<file path="config.mk">
export PLATFORM = sky130hd
export DESIGN_NAME = gg_nal_writer
export DESIGN_NICKNAME = d
export VERILOG_FILES = /design/src/rtl/gg_nal_writer.sv
export SDC_FILE = /design/constraint.sdc
export NUM_CORES = 1
export LEC_CHECK = 0
export CORE_UTILIZATION = 46
export CTS_CLUSTER_SIZE = 12
export DETAILED_ROUTE_END_ITERATION = 7
export PLACE_DENSITY_LB_ADDON = 0.05
export SYNTH_ARGS = -nofsm -noshare
export SYNTH_HDL_FRONTEND = slang
export SYNTH_SLANG_ARGS = --single-unit
</file>
<file path="constraint.sdc">
create_clock -name clk -period 1.7 [get_ports clk]
set_input_delay 0.255 -clock clk [delete_from_list [all_inputs] [get_ports clk]]
set_output_delay 0.255 -clock clk [all_outputs]
set_load 0.02 [all_outputs]
</file>
<file path="src/rtl/gg_nal_writer.sv">
`timescale 1ns/1ps
// gg_nal_writer
//   Converts a stream of RBSP bytes (one NAL unit at a time) into an Annex-B
//   byte stream. It prepends a 3- or 4-byte start code and inserts emulation
//   prevention bytes (0x03) after two zeros when the next byte is 0x00..0x03.
//   It also appends a trailing 0x03 when the NAL ends in 0x00.
//
//   Optional feature macro: GG_NAL_EPB_COUNT_EN
//     defined   -> epb_count counts every emitted 0x03 that comes from
//                  emulation prevention or from the tail, wrapping.
//     undefined -> epb_count is tied to zero.
//
//   Handshake: a transfer happens on a rising clk edge where valid and ready
//   are both high. A valid side holds its data stable until that edge.
//
//   Ports
//     clk, reset     single clock, synchronous active-high reset
//     in_valid/in_ready/in_byte/in_first/in_last   RBSP byte input
//     long_sc        start-code length, sampled with the header byte
//     out_valid/out_ready/out_byte                 Annex-B byte output
//     out_nal_start  marks the first start-code byte of a NAL
//     out_nal_end    marks the last emitted byte of a NAL
//     epb_count      inserted-0x03 counter (CNT_WID bits)
module gg_nal_writer #(
  parameter int CNT_WID = 16
) (
  input  logic               clk,
  input  logic               reset,
  input  logic               in_valid,
  output logic               in_ready,
  input  logic [7:0]         in_byte,
  input  logic               in_first,
  input  logic               in_last,
  input  logic               long_sc,
  output logic               out_valid,
  input  logic               out_ready,
  output logic [7:0]         out_byte,
  output logic               out_nal_start,
  output logic               out_nal_end,
  output logic [CNT_WID-1:0] epb_count
);

  typedef enum logic [2:0] {IDLE, SC, HDR, BODY, EPB, TAIL} state_t;

  state_t     r_state, w_state_nxt;
  logic       r_out_valid, r_out_start, r_out_end;
  logic [7:0] r_out_byte;
  logic [7:0] r_hdr, r_pend;
  logic       r_hdr_last, r_pend_last;
  logic [1:0] r_sc_left, r_zcnt;

  logic       w_adv;        // output register is empty or being drained
  logic       w_in_ready;
  logic       w_load;       // load a new byte into the output register
  logic [7:0] w_byte;
  logic       w_start, w_end;
  logic       w_hdr_cap;
  logic [1:0] w_sc_left_nxt, w_zcnt_nxt;
  logic [7:0] w_pend_nxt;
  logic       w_pend_last_nxt;

  // Zero-run tracking, saturating at two.
  function automatic logic [1:0] zcnt_upd(input logic [1:0] z, input logic [7:0] b);
    if (b != 8'h00)   return 2'd0;
    else if (z == 2'd2) return 2'd2;
    else              return 2'(z + 2'd1);
  endfunction

  assign w_adv = !r_out_valid || out_ready;

  always_comb begin
    w_state_nxt     = r_state;
    w_in_ready      = 1'b0;
    w_load          = 1'b0;
    w_byte          = 8'h00;
    w_start         = 1'b0;
    w_end           = 1'b0;
    w_hdr_cap       = 1'b0;
    w_sc_left_nxt   = r_sc_left;
    w_zcnt_nxt      = r_zcnt;
    w_pend_nxt      = r_pend;
    w_pend_last_nxt = r_pend_last;
    case (r_state)
      IDLE: begin
        // The header's first start-code byte is loaded in the same edge it is
        // accepted, so input is only taken once the previous NAL's last byte
        // has left the output register.
        w_in_ready = w_adv;
        if (in_valid && w_adv && in_first) begin
          w_hdr_cap     = 1'b1;
          w_load        = 1'b1;
          w_start       = 1'b1;
          w_sc_left_nxt = long_sc ? 2'd3 : 2'd2;
          w_state_nxt   = SC;
        end
      end
      SC: begin
        if (w_adv) begin
          w_load        = 1'b1;
          w_byte        = (r_sc_left == 2'd1) ? 8'h01 : 8'h00;
          w_sc_left_nxt = 2'(r_sc_left - 2'd1);
          if (r_sc_left == 2'd1) w_state_nxt = HDR;
        end
      end
      HDR: begin
        if (w_adv) begin
          w_load      = 1'b1;
          w_byte      = r_hdr;
          w_end       = r_hdr_last;
          w_zcnt_nxt  = 2'd0;
          w_state_nxt = r_hdr_last ? IDLE : BODY;
        end
      end
      BODY: begin
        w_in_ready = w_adv;
        if (in_valid && w_adv) begin
          w_load = 1'b1;
          if (r_zcnt == 2'd2 && in_byte <= 8'h03) begin
            // Emit the prevention byte now; the payload byte waits in r_pend.
            w_byte          = 8'h03;
            w_pend_nxt      = in_byte;
            w_pend_last_nxt = in_last;
            w_zcnt_nxt      = 2'd0;
            w_state_nxt     = EPB;
          end else begin
            w_byte     = in_byte;
            w_zcnt_nxt = zcnt_upd(r_zcnt, in_byte);
            if (in_last) begin
              if (in_byte == 8'h00) w_state_nxt = TAIL;
              else begin
                w_end       = 1'b1;
                w_state_nxt = IDLE;
              end
            end
          end
        end
      end
      EPB: begin
        if (w_adv) begin
          w_load     = 1'b1;
          w_byte     = r_pend;
          w_zcnt_nxt = zcnt_upd(r_zcnt, r_pend);
          if (r_pend_last) begin
            if (r_pend == 8'h00) w_state_nxt = TAIL;
            else begin
              w_end       = 1'b1;
              w_state_nxt = IDLE;
            end
          end else begin
            w_state_nxt = BODY;
          end
        end
      end
      TAIL: begin
        if (w_adv) begin
          w_load      = 1'b1;
          w_byte      = 8'h03;
          w_end       = 1'b1;
          w_state_nxt = IDLE;
        end
      end
      default: w_state_nxt = IDLE;
    endcase
  end

  always_ff @(posedge clk) begin
    if (reset) begin
      r_state     <= IDLE;
      r_out_valid <= 1'b0;
      r_out_byte  <= 8'h00;
      r_out_start <= 1'b0;
      r_out_end   <= 1'b0;
      r_hdr       <= 8'h00;
      r_hdr_last  <= 1'b0;
      r_sc_left   <= 2'd0;
      r_zcnt      <= 2'd0;
      r_pend      <= 8'h00;
      r_pend_last <= 1'b0;
    end else begin
      r_state     <= w_state_nxt;
      r_sc_left   <= w_sc_left_nxt;
      r_zcnt      <= w_zcnt_nxt;
      r_pend      <= w_pend_nxt;
      r_pend_last <= w_pend_last_nxt;
      if (w_hdr_cap) begin
        r_hdr      <= in_byte;
        r_hdr_last <= in_last;
      end
      if (w_adv) begin
        r_out_valid <= w_load;
        if (w_load) begin
          r_out_byte  <= w_byte;
          r_out_start <= w_start;
          r_out_end   <= w_end;
        end
      end
    end
  end

  assign in_ready      = w_in_ready && !reset;
  assign out_valid     = r_out_valid;
  assign out_byte      = r_out_byte;
  assign out_nal_start = r_out_start;
  assign out_nal_end   = r_out_end;

`ifdef GG_NAL_EPB_COUNT_EN
  logic [CNT_WID-1:0] r_epb_count;
  logic               w_epb_inc;

  // Only prevention bytes and the tail 0x03 count; start-code 0x01 never does.
  assign w_epb_inc = w_load && ((r_state == TAIL) ||
                                (r_state == BODY && w_state_nxt == EPB));

  always_ff @(posedge clk) begin
    if (reset)          r_epb_count <= '0;
    else if (w_epb_inc) r_epb_count <= r_epb_count + CNT_WID'(1);
  end

  assign epb_count = r_epb_count;
`else
  assign epb_count = '0;
`endif

endmodule

</file>
==> out/results.txt <==
Entering global routing, the biggest net connects 33 pins. The kind of cell adding the most delay to the critical path is simple AND/OR/NAND/NOR gates. The y dimension of the die came out at 67.8 um.

The instance count on the critical path is 7, and the total CTS buffers is 5. The design draws 3.25 mW. TritonCTS built the clock tree. The total global routing overflow was 0. Post-route non-filler standard cell count: 344. Setup repair after global routing could not meet its margin everywhere. The detail route stage leaves a number of antenna-violating nets equal to 0. For the final worst setup slack, the log shows 0.0279 ns.

The synthesis-stage register bit count was 36; the final number of setup-violating endpoints was 0. The synthesized netlist contains 43 unique library cells. The cell that appears most often on the critical path is and2_1.

The run gives 1803 as the via count of the routed design. From synthesis to final layout, the design area changed by 35.8%. The wire length of the first global-routing pass is 7820 um, and the average via count per standard cell is 5.24. After clock tree synthesis, the flow added hold-fix buffers numbering 0. Summing the areas of all fa, ha and maj instances in the mapped netlist gives 1.89% of the synthesized area. Summing the areas of all compound-gate instances in the mapped netlist gives 16.1% of the synthesized area. Number of endpoints with negative hold slack in the final report: 0. The min-delay analysis places its worst path in the category in -> reg. Once the floorplan was initialized, standard cells occupied 48.7% of the core. The post-route cell area was 2700 um^2.

The sequential fraction of the synthesis area was 36.2%; the depth of the worst register-to-register path was 7. The largest fanout of any net on the critical path was 6. The placed wire-length estimate after detailed placement is 3540 um. STA classifies the critical path startpoint as an input pin. The cell leakage power was 1.13 nW. The critical path contains buffers and inverters numbering 2 combined. The portion of synthesized area spent on multiplexers is 6.04%. The number of iterations in the first detailed-routing pass was 4. The tools report the last weighted congestion value of the routability-driven placer as 0.947. Yosys attributes the largest share of cell area to dfxtp_1, nor2_1, buf_4.

Once placement finished, the instance area stood at 2470 um^2. The DRC violation count after routing is 0. The prevailing post-synth register cell was dfxtp_1. In the synthesized netlist, the number of instances is 231.

The core occupancy in the finished layout is 66.1%. The peak per-stage delay on the critical path is 0.46 ns. The share of flip-flops with an asynchronous set or reset was 0%; the number of global-route vias before repair was 1664. The clock passes through at most 2 buffers. Global routing consumed, over all layers together, 23.1% of the routing resources. The clock transition at the registers of the reported paths was 0.07 ns. Including well taps, the total number of placed cells is 330. For the power share of the clock group, the log shows 18.5%.

Dividing the synthesized area by the synthesized cell count gives 8.61 um^2. STA puts the critical path data arrival time at 1.85 ns. The share of final-layout standard cells stronger than drive strength 1 was 26.5%; the antenna cell count was 0. The detailed router finished its first iteration with 85 violations. After Yosys synthesis, and, or, nand and nor cells account for 27.6% of the synthesized area. Clock root buffer: clkbuf_8. The tree built by TritonCTS fans out to 36 sinks. In this run, synthesis inferred 0 flip-flops with an integrated enable. The logs give 544 uV for the highest ir drop seen on vdd and 2 for the level count of the clock H-tree.

Input and output buffers added on the ports amount to 26. Post-route clock period utilization: 98.4%. The switching power summed over all nets was 1.22 mW. Power density relative to cell area: 1200 nW/um^2. The mapped netlist covers 1990 um^2.

The number of I/O pins was 43. The most numerous cell in the Yosys netlist was nor2_1. Detail-routed net length per standard cell: 14.4 um. STA classifies the critical path endpoint as a register. The die width works out to 67.8 um.

The die covers 4590 um^2. Sequential cells account for 34.1% of the total power. The pre-CTS setup slack is -0.337 ns. For the finished layout, the period the worst path requires is 1.67 ns.

The combinational family with the most area after synthesis is simple AND/OR/NAND/NOR gates. Row generation in the floorplan step produced 23 rows. The worst hold path passes through 4 cells.

For this block, the routed nets add up to 4960 um of wire. For the core region area, the log shows 4090 um^2. Of all cell types, the one taking the most synthesized area is dfxtp_1. Clock latency on the worst-skew pair, taken at its later pin, is 0.29 ns.

By startpoint and endpoint, the worst setup path is classified as in -> reg. The endpoint required time on the critical path is 1.88 ns. The logs give 0.00592 ns for the largest clock skew in the final design and 0 for the max-capacitance violation count. The switching part of the total power came out at 37.5%. The commonest cells after synthesis are nor2_1, dfxtp_1, buf_4. The logs give 0 for the number of antenna violations at the first check in global routing and 0 for the number of max-slew violations in the final report. The XOR/XNOR share of the synthesized area is 0.440%. The fmax came out at 598 MHz.

Internal power comes to 2.03 mW. The critical path goes through clkdlybuf4s50_1 -> nor4_4 -> and2_1 -> and3_1 -> buf_4 -> nor2_1 -> and2_1. Per report_power, the combinational group accounts for 47.4% of the total.

The number of warnings printed during yosys synthesis was 0. The run finished with clean final reports. The net count reported at finish was 311.

The share of the synthesized area in the top cell type is 36.2%. On the critical path, the stage with the largest delay is an instance of clkdlybuf4s50_1.
-- through the flow --
stage / hold WS, ns / TNS, ns
4_1_cts: 0.467 / -0.0236
6_report: 0.431 / 0
3_5_place_dp: 0.455 / -7.61
3_3_place_gp: 0.443 / -6.61
2_1_floorplan: 0.402 / 0
5_1_grt: 0.444 / -0.268
-- per-layer routing --
layer	vias to the layer above	share of wire, %	track usage [%]
met2	42	45	35.4
met4	0	0.97	6.38
met1	847	50	32.5
li1	909	-	-
met5	-	0	0
met3	5	4.0	4.56
-- cells in the final DEF (no fill, tap or decap), types with 3 or more instances in the layout --
cell	Yosys	final
conb_1	1	16
o21ai_0	9	8
dfxtp_1	36	35
mux2i_1	12	12
and2_1	7	7
nand3_1	4	3
nand2_1	6	6
a311oi_1	4	3
a211oi_2	0	5
clkdlybuf4s50_1	0	23
clkbuf_8	0	5
o21a_1	3	3
a211oi_1	8	3
ha_1	3	3
nor2b_1	6	5
nor3_2	2	3
inv_1	4	4
a21oi_1	8	7
a22oi_1	7	7
nor2_1	37	35
nor3b_1	4	3
nor3_1	15	14
buf_4	17	40
buf_6	3	4
-- final cells by class --
type,count,area (um^2)
clock inverters,3,18.8
fillers,365,1380
flip-flops and latches,36,722
well taps,50,62.6
inverters,4,15.0
multi-input cells,174,1160
repair buffers,72,651
clock buffers,5,68.8
-- flip-flops by register name (all words and copies together), names as in the netlist --
signal / cells
r_sc_left: 2
r_pend: 8
r_state: 3
out_byte: 8
r_zcnt: 2
r_hdr: 8
r_hdr_last: 1
out_valid: 1
out_nal_start: 1
r_pend_last: 1
out_nal_end: 1
-- cell families after synthesis --
| kind of cell | count (synthesis) |
|---|---|
| XOR/XNOR | 1 |
| multiplexers | 12 |
| buffers and inverters | 36 |
| adder cells (fa/ha/maj) | 3 |
| flip-flops | 36 |
| AO/OA/AOI/OAI | 46 |
| AND/OR/NAND/NOR | 96 |
| other | 1 |
-- final timing paths --
| check | slack [ns] | start | end |
|---|---|---|---|
| worst max register to register | 0.04 | r_state[2]$_SDFFE_PP0P_ | r_hdr[3]$_SDFFE_PP0P_ |
| worst min-delay path | 0.43 | in_byte[3] | r_hdr[3]$_SDFFE_PP0P_ |
| worst min register to register | 0.46 | r_zcnt[0]$_SDFFE_PP0P_ | r_zcnt[0]$_SDFFE_PP0P_ |
| worst max-delay path | 0.03 | in_byte[4] | r_pend[2]$_SDFFE_PP0P_ |
-- timing repair --
| action | in CTS | in global routing |
|---|---|---|
| gates cloned | 0 | 1 |
| resized for setup | 14 | 14 |
| endpoints found under the setup margin | 11 | 33 |
| pin swaps | 1 | 5 |
| setup buffers | 0 | 5 |
-- worst reg2reg max path, stage by stage (launching register included) --
cell       delay [ns]
dfxtp_1          0.33
or3_4            0.39
buf_4            0.15
nor3_4           0.14
buf_4            0.15
clkbuf_16        0.14
mux2i_1          0.19
nor2_1           0.05
-- power by group through the flow --
stage / registers, mW / logic (mW) / clock network [mW]
finish: 1.11 / 1.54 / 0.599
floorplan: 1.23 / 0.776 / 0
CTS: 1.10 / 1.46 / 0.615
detailed placement: 1.12 / 1.42 / 0
global route: 1.13 / 1.68 / 0.652
global placement: 1.11 / 1.41 / 0
Note: power is estimated with default switching activity, not from simulation.
